**src/rtl/mm_register_arbiter_pkg.sv**
```systemverilog
// Shared types and constants for the Avalon-MM register-port arbiter.
// Widths default to the register-bank geometry used by the MAC-address block.
package mm_register_arbiter_pkg;

    typedef enum logic {
        ARB_IDLE  = 1'b0,
        ARB_GRANT = 1'b1
    } mm_arb_state_t;

    localparam int MM_ARB_MAX_PEND = 4;
    localparam int ADDRESS_SIZE    = 8;
    localparam int REG_SIZE        = 32;

    localparam logic [ADDRESS_SIZE-1:0] SOURCE_MAC_ADDR_2 = 8'h04;

    // Index width that never collapses to zero bits.
    function automatic int clog2_min1(input int n);
        return (n < 2) ? 1 : $clog2(n);
    endfunction

endpackage

```
**src/rtl/mm_register_arbiter_id_fifo.sv**
```systemverilog
// In-order FIFO of master IDs for reads still waiting on readdatavalid.
// Push and pop in the same cycle are honoured even when the FIFO is full.
module mm_arb_id_fifo
    import mm_register_arbiter_pkg::*;
#(
    parameter int WIDTH = 1,
    parameter int DEPTH = 4
) (
    input  logic             clk,
    input  logic             rst_n,
    input  logic             push,
    input  logic             pop,
    input  logic [WIDTH-1:0] din,
    output logic [WIDTH-1:0] dout,
    output logic             full,
    output logic             empty
);
    localparam int PW = clog2_min1(DEPTH);
    localparam int CW = PW + 1;
    localparam logic [PW-1:0] PTR_ONE = PW'(1'b1);
    localparam logic [CW-1:0] CNT_ONE = CW'(1'b1);
    localparam logic [CW-1:0] CNT_MAX = CW'(DEPTH);

    logic [WIDTH-1:0] mem_q [DEPTH];
    logic [WIDTH-1:0] mem_d [DEPTH];
    logic [PW-1:0]    wptr_q, wptr_d, rptr_q, rptr_d;
    logic [CW-1:0]    cnt_q, cnt_d;
    logic             wr_en_s, rd_en_s;

    assign full    = (cnt_q == CNT_MAX);
    assign empty   = (cnt_q == {CW{1'b0}});
    assign dout    = mem_q[rptr_q];
    assign rd_en_s = pop & ~empty;
    assign wr_en_s = push & (~full | rd_en_s);

    // Next pointer, count and storage contents.
    always_comb begin
        mem_d  = mem_q;
        wptr_d = wptr_q;
        rptr_d = rptr_q;
        cnt_d  = cnt_q;
        if (wr_en_s) begin
            mem_d[wptr_q] = din;
            wptr_d        = wptr_q + PTR_ONE;
        end else begin
            wptr_d = wptr_q;
        end
        if (rd_en_s) begin
            rptr_d = rptr_q + PTR_ONE;
        end else begin
            rptr_d = rptr_q;
        end
        case ({wr_en_s, rd_en_s})
            2'b10:   cnt_d = cnt_q + CNT_ONE;
            2'b01:   cnt_d = cnt_q - CNT_ONE;
            default: cnt_d = cnt_q;
        endcase
    end

    // FIFO state registers.
    always_ff @(posedge clk or negedge rst_n) begin
        if (!rst_n) begin
            for (int i = 0; i < DEPTH; i++) begin
                mem_q[i] <= {WIDTH{1'b0}};
            end
            wptr_q <= {PW{1'b0}};
            rptr_q <= {PW{1'b0}};
            cnt_q  <= {CW{1'b0}};
        end else begin
            mem_q  <= mem_d;
            wptr_q <= wptr_d;
            rptr_q <= rptr_d;
            cnt_q  <= cnt_d;
        end
    end

endmodule

```
**src/rtl/mm_register_arbiter.sv**
```systemverilog
// Round-robin arbiter sharing one Avalon-MM register slave among NUM_M masters,
// routing each read response back to its issuer through an in-order ID FIFO.
module mm_register_arbiter
    import mm_register_arbiter_pkg::*;
#(
    parameter int NUM_M    = 2,
    parameter int ADDR_W   = ADDRESS_SIZE,
    parameter int DATA_W   = REG_SIZE,
    parameter int MAX_PEND = MM_ARB_MAX_PEND
) (
    input  logic                    clk,
    input  logic                    rst_n,
    input  logic [NUM_M*ADDR_W-1:0] m_address,
    input  logic [NUM_M*DATA_W-1:0] m_writedata,
    input  logic [NUM_M-1:0]        m_write,
    input  logic [NUM_M-1:0]        m_read,
    output logic [NUM_M-1:0]        m_waitrequest,
    output logic [NUM_M*DATA_W-1:0] m_readdata,
    output logic [NUM_M-1:0]        m_readdatavalid,
    output logic [ADDR_W-1:0]       s_address,
    output logic [DATA_W-1:0]       s_writedata,
    output logic                    s_write,
    output logic                    s_read,
    input  logic                    s_waitrequest,
    input  logic [DATA_W-1:0]       s_readdata,
    input  logic                    s_readdatavalid,
    output logic                    orphan_err
);
    localparam int GW = clog2_min1(NUM_M);

    mm_arb_state_t           state_q, state_d;
    logic [GW-1:0]           grant_q, grant_d;
    logic [GW-1:0]           last_grant_q, last_grant_d;
    logic                    orphan_q, orphan_d;
    logic [NUM_M-1:0]        rdv_q, rdv_d;
    logic [NUM_M*DATA_W-1:0] rdata_q, rdata_d;

    logic [NUM_M-1:0]  req_s;
    logic [ADDR_W-1:0] sel_addr_s;
    logic [DATA_W-1:0] sel_wdata_s;
    logic              sel_write_s, sel_read_s, fwd_read_s;
    logic              accept_s, fifo_push_s, fifo_pop_s;
    logic              fifo_full_s, fifo_empty_s;
    logic [GW-1:0]     head_id_s;

    // First requester strictly after the previous winner, wrapping.
    function automatic logic [GW-1:0] rr_pick(input logic [NUM_M-1:0] r, input logic [GW-1:0] last);
        logic [GW-1:0] pick;
        logic          found;
        int            idx;
        pick  = last;
        found = 1'b0;
        for (int k = 1; k <= NUM_M; k++) begin
            idx = (int'(last) + k) % NUM_M;
            if (!found && r[idx]) begin
                pick  = GW'(idx);
                found = 1'b1;
            end else begin
                found = found;
            end
        end
        return pick;
    endfunction

    assign req_s       = m_write | (m_read & ~{NUM_M{fifo_full_s}});
    assign fwd_read_s  = sel_read_s & ~fifo_full_s;
    assign accept_s    = (s_write | s_read) & ~s_waitrequest;
    assign fifo_push_s = accept_s & s_read;
    assign fifo_pop_s  = s_readdatavalid & ~fifo_empty_s;

    mm_arb_id_fifo #(
        .WIDTH (GW),
        .DEPTH (MAX_PEND)
    ) u_id_fifo (
        .clk   (clk),
        .rst_n (rst_n),
        .push  (fifo_push_s),
        .pop   (fifo_pop_s),
        .din   (grant_q),
        .dout  (head_id_s),
        .full  (fifo_full_s),
        .empty (fifo_empty_s)
    );

    // Pick out the granted master's request fields.
    always_comb begin
        sel_addr_s  = {ADDR_W{1'b0}};
        sel_wdata_s = {DATA_W{1'b0}};
        sel_write_s = 1'b0;
        sel_read_s  = 1'b0;
        for (int i = 0; i < NUM_M; i++) begin
            if (grant_q == GW'(i)) begin
                sel_addr_s  = m_address[i*ADDR_W +: ADDR_W];
                sel_wdata_s = m_writedata[i*DATA_W +: DATA_W];
                sel_write_s = m_write[i];
                sel_read_s  = m_read[i];
            end else begin
                sel_addr_s  = sel_addr_s;
            end
        end
    end

    // State register and all other flops.
    always_ff @(posedge clk or negedge rst_n) begin
        if (!rst_n) begin
            state_q      <= ARB_IDLE;
            grant_q      <= {GW{1'b0}};
            last_grant_q <= GW'(NUM_M - 1);
            orphan_q     <= 1'b0;
            rdv_q        <= {NUM_M{1'b0}};
            rdata_q      <= {(NUM_M*DATA_W){1'b0}};
        end else begin
            state_q      <= state_d;
            grant_q      <= grant_d;
            last_grant_q <= last_grant_d;
            orphan_q     <= orphan_d;
            rdv_q        <= rdv_d;
            rdata_q      <= rdata_d;
        end
    end

    // Next-state: a dropped request releases the grant without advancing priority.
    always_comb begin
        state_d      = state_q;
        grant_d      = grant_q;
        last_grant_d = last_grant_q;
        case (state_q)
            ARB_IDLE: begin
                if (|req_s) begin
                    state_d = ARB_GRANT;
                    grant_d = rr_pick(req_s, last_grant_q);
                end else begin
                    state_d = ARB_IDLE;
                end
            end
            ARB_GRANT: begin
                if (!(s_write | s_read)) begin
                    state_d = ARB_IDLE;
                end else if (accept_s) begin
                    state_d      = ARB_IDLE;
                    last_grant_d = grant_q;
                end else begin
                    state_d = ARB_GRANT;
                end
            end
            default: state_d = ARB_IDLE;
        endcase
    end

    // Slave-side outputs and per-master stalls.
    always_comb begin
        s_address     = {ADDR_W{1'b0}};
        s_writedata   = {DATA_W{1'b0}};
        s_write       = 1'b0;
        s_read        = 1'b0;
        m_waitrequest = {NUM_M{1'b1}};
        if (state_q == ARB_GRANT) begin
            s_address   = sel_addr_s;
            s_writedata = sel_wdata_s;
            s_write     = sel_write_s;
            s_read      = fwd_read_s;
            for (int i = 0; i < NUM_M; i++) begin
                if (grant_q == GW'(i)) begin
                    m_waitrequest[i] = s_waitrequest | ~(sel_write_s | fwd_read_s);
                end else begin
                    m_waitrequest[i] = 1'b1;
                end
            end
        end else begin
            m_waitrequest = {NUM_M{1'b1}};
        end
    end

    // Response demux onto the lane at the FIFO head; stray responses latch orphan_err.
    always_comb begin
        rdv_d    = {NUM_M{1'b0}};
        rdata_d  = {(NUM_M*DATA_W){1'b0}};
        orphan_d = orphan_q;
        if (fifo_pop_s) begin
            for (int i = 0; i < NUM_M; i++) begin
                if (head_id_s == GW'(i)) begin
                    rdv_d[i]                    = 1'b1;
                    rdata_d[i*DATA_W +: DATA_W] = s_readdata;
                end else begin
                    rdv_d[i] = 1'b0;
                end
            end
        end else if (s_readdatavalid) begin
            orphan_d = 1'b1;
        end else begin
            orphan_d = orphan_q;
        end
    end

    assign m_readdatavalid = rdv_q;
    assign m_readdata      = rdata_q;
    assign orphan_err      = orphan_q;

endmodule

```
**config.mk**
```make
export PLATFORM = sky130hd
export DESIGN_NAME = mm_register_arbiter
export DESIGN_NICKNAME = d
export VERILOG_FILES = /design/src/rtl/mm_register_arbiter_pkg.sv /design/src/rtl/mm_register_arbiter_id_fifo.sv /design/src/rtl/mm_register_arbiter.sv
export SDC_FILE = /design/constraint.sdc
export NUM_CORES = 1
export LEC_CHECK = 0
export ABC_AREA = 1
export BUFFER_PORTS_ARGS = -buffer_cell sky130_fd_sc_hd__buf_2
export CAP_MARGIN = 40
export CORE_UTILIZATION = 42
export DETAILED_ROUTE_END_ITERATION = 7
export PLACE_DENSITY = 0.77
export SLEW_MARGIN = 10
export SYNTH_ARGS = -nofsm -noshare
export SYNTH_HDL_FRONTEND = slang
export SYNTH_SLANG_ARGS = --single-unit
```
**constraint.sdc**
```tcl
create_clock -name clk -period 2.54 [get_ports clk]
set_input_delay 0.381 -clock clk [delete_from_list [all_inputs] [get_ports clk]]
set_output_delay 0.381 -clock clk [all_outputs]
set_load 0.005 [all_outputs]
```
### Word-level counts from Yosys, hierarchy flattened

Cells that the tools add are included.

| cells by class | value |
|---|---|
| $lt $le $gt $ge | 5 |
| equal/unequal tests | 3 |
| reductions and logical operators | 9 |
| multiplexer cells | 39 |
| add/subtract/negate cells | 6 |
| bitwise gates (word level) | 23 |

Operators by type and width:

| operator | count |
|---|---|
| 2-to-1 mux 32 bit | 4 |
| 2-to-1 mux 64 bit | 1 |
| 2-to-1 mux 1 bit | 25 |
| 2-to-1 mux 8 bit | 2 |
| bitwise AND 1 bit | 6 |
| greater-or-equal comparator 3 bit, second input constant | 2 |
| less-than comparator 2 x 3 -> 1 bit, second input constant | 2 |
| NOT 1 bit | 6 |
| NOT 2 -> 3 bit | 2 |
| one-hot mux 3 bit (2 select lines) | 1 |
| adder 2 x 1 -> 2 bit, second input constant | 2 |
| bitwise mux 4 bit | 1 |
| 2-to-1 mux 2 bit | 2 |
| bitwise OR 1 bit | 4 |
| AND reduction 2 bit | 2 |
| adder 3 x 1 -> 3 bit, second input constant | 1 |
| equality test 3 bit, second input constant | 1 |
| zero test 3 bit | 1 |
| less-than comparator 3 x 1 -> 1 bit, second input constant | 1 |
| AND reduction 3 bit | 1 |
| subtractor 3 x 1 -> 3 bit, second input constant | 1 |
| adder 1 bit, second input constant | 2 |
| bitwise AND 1 bit, first input constant | 2 |
| bitwise AND 2 bit | 1 |
| other kinds (11) | 12 |

| word-level totals | value |
|---|---|
| logic and storage cells | 98 |
| input bits | 120 |
| bits in registers | 81 |

### Logic depth before layout (Yosys ltp)

Gate-level depths: netlist (run 1).

| depth | value |
|---|---|
| word-level depth | 13 |
| gate-level depth with buffers | 13 |
| mapped depth without buffers | 12 |

### By module

Synthesis (run 1) repeated with hierarchy kept, for this count alone.

| second synthesis, totals | value |
|---|---|
| cell total of the unflattened synthesis | 424 |
| area, all modules | 3628.5 sq um |

By module, submodules not included:

| module | cells an instance | times used | area an instance (sq um) | sequential area each (sq um) |
|---|---|---|---|---|
| mm_register_arbiter | 349 | 1 | 2964.1 | 1752.9 |
| mm_arb_id_fifo | 75 | 1 | 664.4 | 275.3 |

### Worst setup path before layout (run 1)

OpenSTA, ideal clock, no wires.

| timing | value |
|---|---|
| kind | register to register |
| start point | register u_id_fifo.cnt_q[0] |
| end point | register u_id_fifo.cnt_q[2] |
| stages on the path, launching flop included | 12 |
| data required time | 2.409 ns |
| arrival time | 1.866 ns |
| clock period less this slack | 1.997 ns |
| setup time | 0.131 ns |
| setup slack | 0.543 ns |
| path buffers | 0 |
| cells stage by stage | dfrtp_1 nor2_2 nand2_1 nand2_1 nor2_8 nand2_4 ha_1 inv_1 fa_1 a21oi_1 o21ai_0 xor2_1 |

| on the way | value |
|---|---|
| cells in the longest elaborated chain, start to end | 10 |

RTL lines:

| what | RTL line | RTL |
|---|---|---|
| start: declaration | mm_register_arbiter_id_fifo.sv:27 | `logic [CW-1:0] cnt_q, cnt_d;` |
| start signal: assignment | mm_register_arbiter_id_fifo.sv:68 | `cnt_q <= {CW{1'b0}};` |
| start signal: assignment | mm_register_arbiter_id_fifo.sv:73 | `cnt_q <= cnt_d;` |
| equality test 3 bit * | mm_register_arbiter_id_fifo.sv:30 | `assign full = (cnt_q == CNT_MAX);` |
| NOT 1 bit * | mm_register_arbiter.sv:66 | `assign fwd_read_s = sel_read_s & ~fifo_full_s;` |
| bitwise AND 1 bit * | mm_register_arbiter.sv:66 |  |
| 2-to-1 mux 1 bit * | mm_register_arbiter.sv:157 | `if (state_q == ARB_GRANT) begin` |
| named net s_read | mm_register_arbiter.sv:23 | `output logic s_read,` |
| bitwise OR 1 bit | mm_register_arbiter.sv:67 | `assign accept_s = (s_write \| s_read) & ~s_waitrequest;` |
| bitwise AND 1 bit | mm_register_arbiter.sv:67 |  |
| bitwise AND 1 bit * | mm_register_arbiter.sv:68 | `assign fifo_push_s = accept_s & s_read;` |
| bitwise AND 1 bit * | mm_register_arbiter_id_fifo.sv:34 | `assign wr_en_s = push & (~full \| rd_en_s);` |
| equality test 2 x 1 -> 1 bit or equality test 2 bit (tied branches) | mm_register_arbiter_id_fifo.sv:53 | `case ({wr_en_s, rd_en_s})` |
| one-hot mux 3 bit (2 select lines) or nonzero test 2 bit (tied branches) | - |  |

The timed path passes the listed nets; every way through them passes the cells marked *.
A chain may end at the register's enable or synchronous reset.

### Worst setup path in the final report (run 1)

| timing | value |
|---|---|
| start point | register state_q |
| end point | output s_writedata[23] |

| on the way | value |
|---|---|
| cells in the longest elaborated chain, start to end | 1 |

RTL lines:

| what | RTL line | RTL |
|---|---|---|
| start: declaration | mm_register_arbiter.sv:31 | `mm_arb_state_t state_q, state_d;` |
| start signal: assignment | mm_register_arbiter.sv:113 | `state_q <= state_d;` |
| 2-to-1 mux 32 bit | mm_register_arbiter.sv:157 |  |
| end: declaration | mm_register_arbiter.sv:21 | `output logic [DATA_W-1:0] s_writedata,` |

Every way passes these cells.

==> flow_metrics.env, run 1 <==
export IMPL_start_util_pct=43.61
export IMPL_cts_buffers=9
export IMPL_cap_violations=0
export IMPL_cts_repair_resized=0
export IMPL_die_x_um=94.37
export IMPL_grtUsageTotal_pct=21.65
export IMPL_wire_per_inst_um=13.19
export IMPL_syn_inst=417
export IMPL_gp_congestion=0.9364
export IMPL_clk_path_buf_depth=2
export IMPL_drc_errors=0
export IMPL_crit_path_start_kind="register"
export IMPL_period_share_pct=93.20
export IMPL_finalHoldViolations=0
export IMPL_clock_skew_ns=0.01128
export IMPL_fin_cells=755
export IMPL_synth_area_mm2=0.003583
export IMPL_fin_tns_setup_ns=0
export IMPL_worst_ir_drop_vdd_mv=0.4261
export IMPL_syn_nets=543
export IMPL_die_height_um=94.37
export IMPL_finalSetupViolCount=0
export IMPL_synth_seq_cells=81
export IMPL_cts_tree="yes"
export IMPL_nets=769
export IMPL_avgSynthCellArea_um2=8.593
export IMPL_crit_fanout=27
export IMPL_clk_pin_slew_ns=0.10
export IMPL_postRouteAntennaNets=0
export IMPL_synthTopCellsByArea="dfrtp_1 (56%), nand2_1 (12%), nor2_1 (7.1%), nand3_1 (6.8%), inv_1 (4.6%)"
export IMPL_cts_root_buf="clkbuf_8"
export IMPL_route_vias_total=3531
export IMPL_worstSetupPathType="reg2out"
export IMPL_dpl_hpwl_um=7784
export IMPL_final_min_clock_period_ns=2.367
export IMPL_post_cts_buffers=0
export IMPL_synth_commonest_cells="nand2_1 (114), dfrtp_1 (80), nor2_1 (68)"
export IMPL_holdBufCountCts=1
export IMPL_globalRouteOverflowTotal=0
export IMPL_h_tree_depth=3
export IMPL_viasPerCell=4.677
export IMPL_port_buffers=230
export IMPL_p_leak_nw=3.193
export IMPL_io_pins=231
export IMPL_rsz0062_at_grt="no"
export IMPL_drive_gt1_share_pct=41.36
export IMPL_placed_area_mm2=0.004790
export IMPL_yosysMostFrequentCell="nand2_1"
export IMPL_core_rowCount=33
export IMPL_power_mw=5.167
export IMPL_status="completed"
export IMPL_drtPass1Iterations=4
export IMPL_synth_edff_count=0
export IMPL_worst_ep_arrival_time_ns=1.99
export IMPL_cts_sinks=81
export IMPL_ys_seq_area_share_pct=56.60
export IMPL_routed_wl_um=9960
export IMPL_dp_cells=736
export IMPL_slew_headroom_pct=62.09
export IMPL_synth_top_area_share_pct=55.87
export IMPL_tightest_slew_ns=0.5678
export IMPL_hold_path_class="in2reg"
export IMPL_drv_slew=0
export IMPL_synth_flop_cell="dfrtp_1"
export IMPL_synth_top_area_cell="dfrtp_1"
export IMPL_coreArea_mm2=0.008217
export IMPL_drt_iter0_markers=135
export IMPL_ys_warn_count=0
export IMPL_grt_max_degree=47
export IMPL_critPathCaptureType="output port"
export IMPL_fmax_ghz=0.4224
export IMPL_cp_data_required_time_ns=2.16
export IMPL_clk_latency_ns=0.35
export IMPL_async_flop_share_pct=100.0
export IMPL_grt_pass1_vias=3304
export IMPL_netlist_cell_type_count=26
export IMPL_cellPowerDensity_mw_per_mm2=1031
export IMPL_antenna_found_initial=2
export IMPL_syn2layout_area_growth_pct=39.91
export IMPL_fillers=711
export IMPL_final_area_mm2=0.005014
export IMPL_dieArea_mm2=0.008906
export IMPL_grt_pass1_wl_um=14800
-- sequential cells by signal, indices dropped and copies added (netlist names) --
register / cells
u_id_fifo.rptr_q: 2
u_id_fifo.cnt_q: 3
m_readdata: 64
u_id_fifo.mem_q: 4
last_grant_q: 1
u_id_fifo.wptr_q: 2
orphan_err: 1
grant_q: 1
state_q: 1
m_readdatavalid: 2
-- per-layer routing --
metal  global-route usage (%)  wire, um  part of all wire, %  up-vias
met4                    11.41       371                  3.7        0
met3                    4.026       632                  6.3       25
met1                    22.68      3755                   38     1622
met2                    40.70      5200                   52      165
met5                        0         0                    0        -
li1                         -         -                    -     1719
-- area by class of cell --
class                      instances  area, um2  share of cell area (%)
sequential                        81       2028                   40.45
antenna                            2      5.005                 0.09983
tap                              105      131.4                   2.620
timing repair buffer             236       1226                   24.46
inverter                          49      185.2                   3.694
clock inverter                     7      85.08                   1.697
multi-input combinational        266       1229                   24.51
clock buffer                       9      123.9                   2.471
-- placed cells by master (no fill, tap or decap), types with 5 or more instances in the layout --
master,Yosys,routed
inv_1,44,44
dfrtp_1,80,80
nand2_1,114,114
buf_2,5,229
nor2_1,68,68
clkbuf_8,0,9
nand3_1,49,49
nand4_1,9,9
ha_1,5,5
-- stage by stage --
stage / util [%] / hold WS (ns) / worst slack, ns
final: 61.02 / 0.2529 / 0.1727
after global routing: 61.02 / 0.2453 / 0.07116
after CTS: 60.96 / 0.2395 / 0.1806
after detailed placement: 58.29 / 0.3561 / 0.3494
after global placement: 58.05 / 0.4571 / 0.4220
after floorplan: - / 0.08541 / 0.5431
-- final timing paths --
path	start	to	slack (ns)	cells after the start
setup reg to reg	u_id_fifo.cnt_q[0]$_DFFE_PN0P_	u_id_fifo.cnt_q[2]$_DFFE_PN0P_	0.33	11
hold reg to reg	last_grant_q$_DFFE_PN1P_	last_grant_q$_DFFE_PN1P_	0.48	2
max in group asynchronous	rst_n	last_grant_q$_DFFE_PN1P_	1.37	3
hold / removal	s_readdata[3]	m_readdata[3]$_DFF_PN0_	0.25	3
setup / recovery	state_q$_DFF_PN0_	s_writedata[23]	0.17	7
min in group asynchronous	rst_n	m_readdata[13]$_DFF_PN0_	0.52	2
-- where the power goes --
group,total (mW),switching (mW),internal (mW)
sequential,1.85,0.181,1.67
combinational,2.34,1.41,0.930
clock,0.980,0.505,0.475
total,5.17,2.10,3.07
-- worst max-delay path, cell delays in order, from the launching register on --
cell and delay [ns]:
dfrtp_1 0.38, buf_4 0.26, nand2_1 0.08, inv_1 0.39, buf_12 0.23, nand2_1 0.06, nand2_1 0.11, buf_2 0.13
-- kinds of logic after synthesis --
logic type / count (synthesis) / share of synthesized area [%]
buffers and inverters: 70 / 9.113
AOI/OAI and AO/OA: 7 / 1.082
DFF: 81 / 56.60
and+or+nand+nor: 250 / 30.17
xor gates and xnor gates: 3 / 0.7334
adders and majority gates: 6 / 2.304
(Power assumes the default switching activity.)
==> inputs of run 2 (changes only) <==
--- a/config.mk
+++ b/config.mk
@@ -8,6 +8,7 @@
 export ABC_AREA = 1
 export BUFFER_PORTS_ARGS = -buffer_cell sky130_fd_sc_hd__buf_2
 export CAP_MARGIN = 40
+export CORE_ASPECT_RATIO = 1.2
 export CORE_UTILIZATION = 42
 export DETAILED_ROUTE_END_ITERATION = 7
 export PLACE_DENSITY = 0.77
==> run 2 against run 1 <==
  * Wire length decreased by 0.87%
  * Register-to-register slack about the same
  * Sequential power about the same
  * Global-route usage decreased by 0.36 points
  * Cell count increased by 0.79%
  * Combinational power about the same
  * Cell area increased by 0.52%
  * Worst setup slack improved by 0.16 ns
  * Clock skew increased by 0.0022 ns
  * Die area about the same
  * Non-clock buffer count decreased by 1
  * Power increased by 1.7%
  * Critical endpoint is now u_id_fifo.cnt_q[2]$_DFFE_PN0P_
==> flow_metrics.env, run 2 (synthesis results as in run 1) <==
export IMPL_status="completed"
export IMPL_route_vias_total=3537
export IMPL_hold_path_class="in2reg"
export IMPL_cp_data_required_time_ns=2.76
export IMPL_dieArea_mm2=0.008907
export IMPL_grt_max_degree=50
export IMPL_clk_latency_ns=0.35
export IMPL_crit_chain="nor2_2 -> nand2_1 -> nand2_1 -> nor2_8 -> nand2_4 -> ha_1 -> inv_1 -> fa_1 -> a21oi_1 -> o21ai_0 -> xor2_1"
export IMPL_cpLargestDelayFamily="simple AND/OR/NAND/NOR gates"
export IMPL_cp_common_cell="nand2_1"
export IMPL_largest_reg_flops=64
export IMPL_cts_sinks=81
export IMPL_power_mw=5.256
export IMPL_crit_path_top_delay_cell="dfrtp_1"
export IMPL_drive_gt1_share_pct=41.27
export IMPL_finalSetupViolCount=0
export IMPL_worst_ir_drop_vdd_mv=0.4720
export IMPL_whs_path_depth=3
export IMPL_nets=768
export IMPL_cts_buffers=9
export IMPL_p_leak_nw=3.204
export IMPL_routed_wl_um=9873
export IMPL_path_depth=11
export IMPL_clock_skew_ns=0.01347
export IMPL_worstSetupPathType="reg2reg"
export IMPL_syn2layout_area_growth_pct=40.64
export IMPL_fin_tns_setup_ns=0
export IMPL_cellPowerDensity_mw_per_mm2=1043
export IMPL_drt_iter0_markers=127
export IMPL_r2r_cells=11
export IMPL_start_util_pct=43.71
export IMPL_grtUsageTotal_pct=21.29
export IMPL_clk_pin_slew_ns=0.09
export IMPL_antenna_found_initial=0
export IMPL_final_common_cell="buf_2"
export IMPL_period_share_pct=86.72
export IMPL_io_pins=231
export IMPL_die_x_um=86.32
export IMPL_fmax_ghz=0.4540
export IMPL_cts_root_buf="clkbuf_8"
export IMPL_slowest_delay_ns=0.42
export IMPL_coreArea_mm2=0.008198
export IMPL_rsz0062_at_grt="no"
export IMPL_viasPerCell=4.648
export IMPL_core_rowCount=36
export IMPL_h_tree_depth=3
export IMPL_cts_repair_resized=0
export IMPL_drtPass1Iterations=5
export IMPL_cts_tree="yes"
export IMPL_die_height_um=103.2
export IMPL_grt_pass1_vias=3123
export IMPL_clk_path_buf_depth=2
export IMPL_finalHoldViolations=0
export IMPL_drv_slew=0
export IMPL_layout_common_cells="buf_2 (229), nand2_1 (114), dfrtp_1 (80)"
export IMPL_final_min_clock_period_ns=2.203
export IMPL_wire_per_inst_um=12.97
export IMPL_n_antenna_cell=0
export IMPL_tightest_slew_ns=0.5695
export IMPL_dpl_hpwl_um=7628
export IMPL_slew_headroom_pct=61.98
export IMPL_postRouteAntennaNets=0
export IMPL_grt_pass1_wl_um=14300
export IMPL_cap_violations=0
export IMPL_globalRouteOverflowTotal=0
export IMPL_cp_num_buf_inv=1
export IMPL_crit_path_start_kind="register"
export IMPL_gp_congestion=0.8476
export IMPL_port_buffers=230
export IMPL_worst_ep_arrival_time_ns=2.42
export IMPL_crit_fanout=8
export IMPL_drc_errors=0
export IMPL_critPathCaptureType="register"
## run 2: cell types whose count changed in the layout (fill, tap and decap cells not counted)
cell        before  now
clkinvlp_4       2    1
buf_16           0    1
buf_4            4    3
diode_2          2    0
buf_12           2    1
inv_6            2    3
inv_8            2    1
bufinv_16        1    2
## run 2: report_power, final
group / switching, mW / internal (mW) / total [mW]
clock network: 0.491 / 0.571 / 1.06
registers: 0.176 / 1.67 / 1.84
logic: 1.43 / 0.919 / 2.35
total: 2.10 / 3.16 / 5.26
## run 2: per-layer routing
| layer | vias to the layer above | wire (um) | GRT usage [%] | share of wire (%) |
|---|---|---|---|---|
| met3 | 15 | 694 | 4.683 | 7.0 |
| met2 | 186 | 5201 | 39.68 | 53 |
| met1 | 1619 | 3736 | 23.60 | 38 |
| met4 | 0 | 240 | 8.590 | 2.4 |
| met5 | - | 0 | 0 | 0 |
| li1 | 1717 | - | - | - |
## run 2: worst paths after layout
check / from / end / slack, ns
setup / recovery: u_id_fifo.cnt_q[0]$_DFFE_PN0P_ / u_id_fifo.cnt_q[2]$_DFFE_PN0P_ / 0.34
hold / removal: s_readdata[17] / m_readdata[49]$_DFF_PN0_ / 0.25
setup reg to reg: u_id_fifo.cnt_q[0]$_DFFE_PN0P_ / u_id_fifo.cnt_q[2]$_DFFE_PN0P_ / 0.34
hold reg to reg: last_grant_q$_DFFE_PN1P_ / last_grant_q$_DFFE_PN1P_ / 0.48
max in group asynchronous: rst_n / last_grant_q$_DFFE_PN1P_ / 1.38
min in group asynchronous: rst_n / m_readdata[45]$_DFF_PN0_ / 0.52
## run 2: worst register-to-register path: stages, from the launching register on
cell and delay, ns:
dfrtp_1 0.42, nor2_2 0.21, nand2_1 0.14, nand2_1 0.18, nor2_8 0.07, nand2_4 0.07, ha_1 0.14, inv_1 0.06
fa_1 0.37, a21oi_1 0.14, o21ai_0 0.12, xor2_1 0.16
## run 2: through the flow
| step | std cells | util, % | setup WS, ns | area [um2] | hold WS (ns) |
|---|---|---|---|---|---|
| after floorplan | 417 | - | 0.5431 | 3583 | 0.08541 |
| after global placement | 743 | 58.23 | 0.4259 | 4773 | 0.4595 |
| after detailed placement | 744 | 58.56 | 0.3373 | 4801 | 0.3561 |
| after CTS | 761 | 61.48 | 0.3298 | 5040 | 0.2351 |
| after global routing | 761 | 61.48 | 0.1790 | 5040 | 0.2386 |
| final | 761 | 61.48 | 0.3374 | 5040 | 0.2509 |
## run 2: final cells by class
cell class	count	area [um2]
Multi-Input combinational cell	266	1229
Timing Repair Buffer	235	1226
Fill cell	726	3158
Tap cell	114	142.6
Inverter	49	185.2
Clock buffer	9	123.9
Sequential cell	81	2028
Clock inverter	7	105.1
## run 2: what timing repair did
action                                  4_1_cts  5_1_grt
endpoints found under the hold margin        32        0
setup buffers                                 0        0
endpoints found under the setup margin        0        0
hold buffers                                  1        0
==> inputs of run 3 (changes only) <==
--- a/config.mk
+++ b/config.mk
@@ -12,6 +12,7 @@
 export CORE_UTILIZATION = 42
 export DETAILED_ROUTE_END_ITERATION = 7
 export PLACE_DENSITY = 0.77
+export REMOVE_ABC_BUFFERS = 1
 export SLEW_MARGIN = 10
 export SYNTH_ARGS = -nofsm -noshare
 export SYNTH_HDL_FRONTEND = slang
==> run 3 against run 2 <==
  * Die area is the same
  * Global-route usage increased by 2.2 points
  * Wire length is 9.2% higher
==> flow_metrics.env, run 3 (synthesis results as in run 1) <==
export IMPL_status="completed"
export IMPL_cp_data_required_time_ns=2.76
export IMPL_dpl_hpwl_um=8284
export IMPL_worst_ir_drop_vdd_mv=0.5704
export IMPL_tightest_slew_ns=0.5875
export IMPL_finalHoldViolations=0
export IMPL_endpoint="u_id_fifo.cnt_q[2]$_DFFE_PN0P_"
export IMPL_clock_skew_ns=0.004544
export IMPL_grtUsageTotal_pct=23.47
export IMPL_r2r_slack_ns=0.27
export IMPL_power_mw=5.222
export IMPL_grt_pass1_wl_um=15590
export IMPL_drt_iter0_markers=97
export IMPL_placed_area_mm2=0.004808
export IMPL_gp_congestion=0.9018
export IMPL_r2r_end="u_id_fifo.cnt_q[2]$_DFFE_PN0P_"
export IMPL_post_cts_buffers=0
export IMPL_final_util_pct=61.29
export IMPL_final_area_mm2=0.005025
export IMPL_hold_path_class="in2reg"
export IMPL_die_x_um=86.32
export IMPL_cts_buffers=9
export IMPL_io_pins=231
export IMPL_postRouteAntennaNets=0
export IMPL_intPower_mw=3.111
export IMPL_worstSetupPathType="reg2reg"
export IMPL_regToRegStartpoint="u_id_fifo.cnt_q[0]$_DFFE_PN0P_"
export IMPL_fmax_ghz=0.4409
export IMPL_multi_input_area_mm2=0.001229
export IMPL_drive_gt1_share_pct=41.29
export IMPL_slew_headroom_pct=60.78
export IMPL_crit_fanout=8
export IMPL_clk_path_buf_depth=2
export IMPL_rsz0062_at_grt="no"
export IMPL_seqCellArea_mm2=0.002028
export IMPL_nets=770
export IMPL_core_rowCount=36
export IMPL_period_share_pct=89.30
export IMPL_cellPowerDensity_mw_per_mm2=1039
export IMPL_critPathCaptureType="register"
export IMPL_setup_slack_ns=0.2717
export IMPL_die_height_um=103.2
export IMPL_drc_errors=0
export IMPL_crit_path_start_kind="register"
export IMPL_viasPerCell=4.701
export IMPL_finalSetupViolCount=0
export IMPL_dp_slack_ns=0.2922
export IMPL_cts_root_buf="clkbuf_8"
export IMPL_globalRouteOverflowTotal=0
export IMPL_fillers=764
export IMPL_route_vias_total=3587
export IMPL_port_buffers=230
export IMPL_wire_per_inst_um=14.13
export IMPL_final_min_clock_period_ns=2.268
export IMPL_cts_tree="yes"
export IMPL_clk_latency_ns=0.34
export IMPL_p_sw_share_pct=40.43
export IMPL_h_tree_depth=3
export IMPL_setup_worst_path_start="u_id_fifo.cnt_q[0]$_DFFE_PN0P_"
export IMPL_p_leak_nw=3.200
export IMPL_antenna_found_initial=0
export IMPL_clk_pin_slew_ns=0.08
export IMPL_n_antenna_cell=0
export IMPL_drtPass1Iterations=5
export IMPL_start_util_pct=43.71
export IMPL_cts_sinks=81
export IMPL_p_switching_mw=2.111
export IMPL_drv_slew=0
export IMPL_dieArea_mm2=0.008907
export IMPL_r2r_cells=11
export IMPL_fin_tns_setup_ns=0
export IMPL_grt_pass1_vias=3454
export IMPL_cap_violations=0
export IMPL_seq_power_share_pct=35.5
export IMPL_layout_common_cells="buf_2 (229), nand2_1 (114), dfrtp_1 (80)"
export IMPL_coreArea_mm2=0.008198
export IMPL_grt_max_degree=49
export IMPL_routed_wl_um=10780
export IMPL_final_common_cell="buf_2"
export IMPL_largest_reg_flops=64
export IMPL_syn2layout_area_growth_pct=40.22
export IMPL_p_comb_share_pct=46.3
export IMPL_pwr_share_clk_pct=18.2
export IMPL_worst_ep_arrival_time_ns=2.49
==> run 3: cell count changes in the layout (fill, tap and decap cells not counted), sizes merged <==
cell    previous run  this run
clkbuf             9        12
clkinv             1         3
buf              234       236
inv               52        48
bufinv             2         1
==> run 3: worst min path at each step <==
stage / cells after the start / end / startpoint / slack, ns
finish: 3 / m_readdata[43]$_DFF_PN0_ / s_readdata[11] / 0.26
CTS: 3 / m_readdata[33]$_DFF_PN0_ / s_readdata[1] / 0.24
detailed placement: 1 / m_readdata[47]$_DFF_PN0_ / rst_n / 0.36
global route: 3 / m_readdata[38]$_DFF_PN0_ / s_readdata[6] / 0.24
global placement: 2 / last_grant_q$_DFFE_PN1P_ / last_grant_q$_DFFE_PN1P_ / 0.46
floorplan: 0 / grant_q$_DFFE_PN0P_ / rst_n / 0.09
==> run 3: layout make-up <==
class,count,area share [%]
Clock inverter,4,1.021
Sequential cell,81,40.36
Clock buffer,12,3.088
Tap cell,114,2.839
Timing Repair Buffer,237,24.55
Inverter,49,3.685
Multi-Input combinational cell,266,24.45
==> run 3: layer usage <==
layer | routed length [um] | track usage, %
met4 | 324 | 11.15
met5 | 0 | 0
met2 | 5298 | 41.70
met1 | 3942 | 24.14
met3 | 1218 | 9.683
==> run 3: power groups by stage <==
stage	clock network, mW	logic (mW)	registers [mW]
global placement	0	2.37	1.84
finish	0.952	2.42	1.85
detailed placement	0	2.43	1.87
CTS	0.976	2.45	1.85
floorplan	0	1.14	1.95
global route	1.03	2.69	1.89
==> run 3: critical path, cell delays in order, from the launching register on <==
cell	delay, ns
dfrtp_1	0.42
nor2_2	0.22
nand2_1	0.14
nand2_1	0.19
nor2_8	0.07
nand2_4	0.06
ha_1	0.14
inv_1	0.07
fa_1	0.39
a21oi_1	0.17
o21ai_0	0.12
xor2_1	0.15
==> run 3: timing repair <==
| item | in CTS | in global routing |
|---|---|---|
| resized for setup | 0 | 0 |
| setup endpoints to repair | 0 | 0 |
| hold endpoints to repair | 32 | 0 |
| hold buffers | 1 | 0 |
==> run 3: through the flow <==
step	cells	hold slack, ns
after global placement	745	0.4564
after floorplan	396	0.08541
final	763	0.2644
after CTS	763	0.2389
after detailed placement	746	0.3639
after global routing	763	0.2411
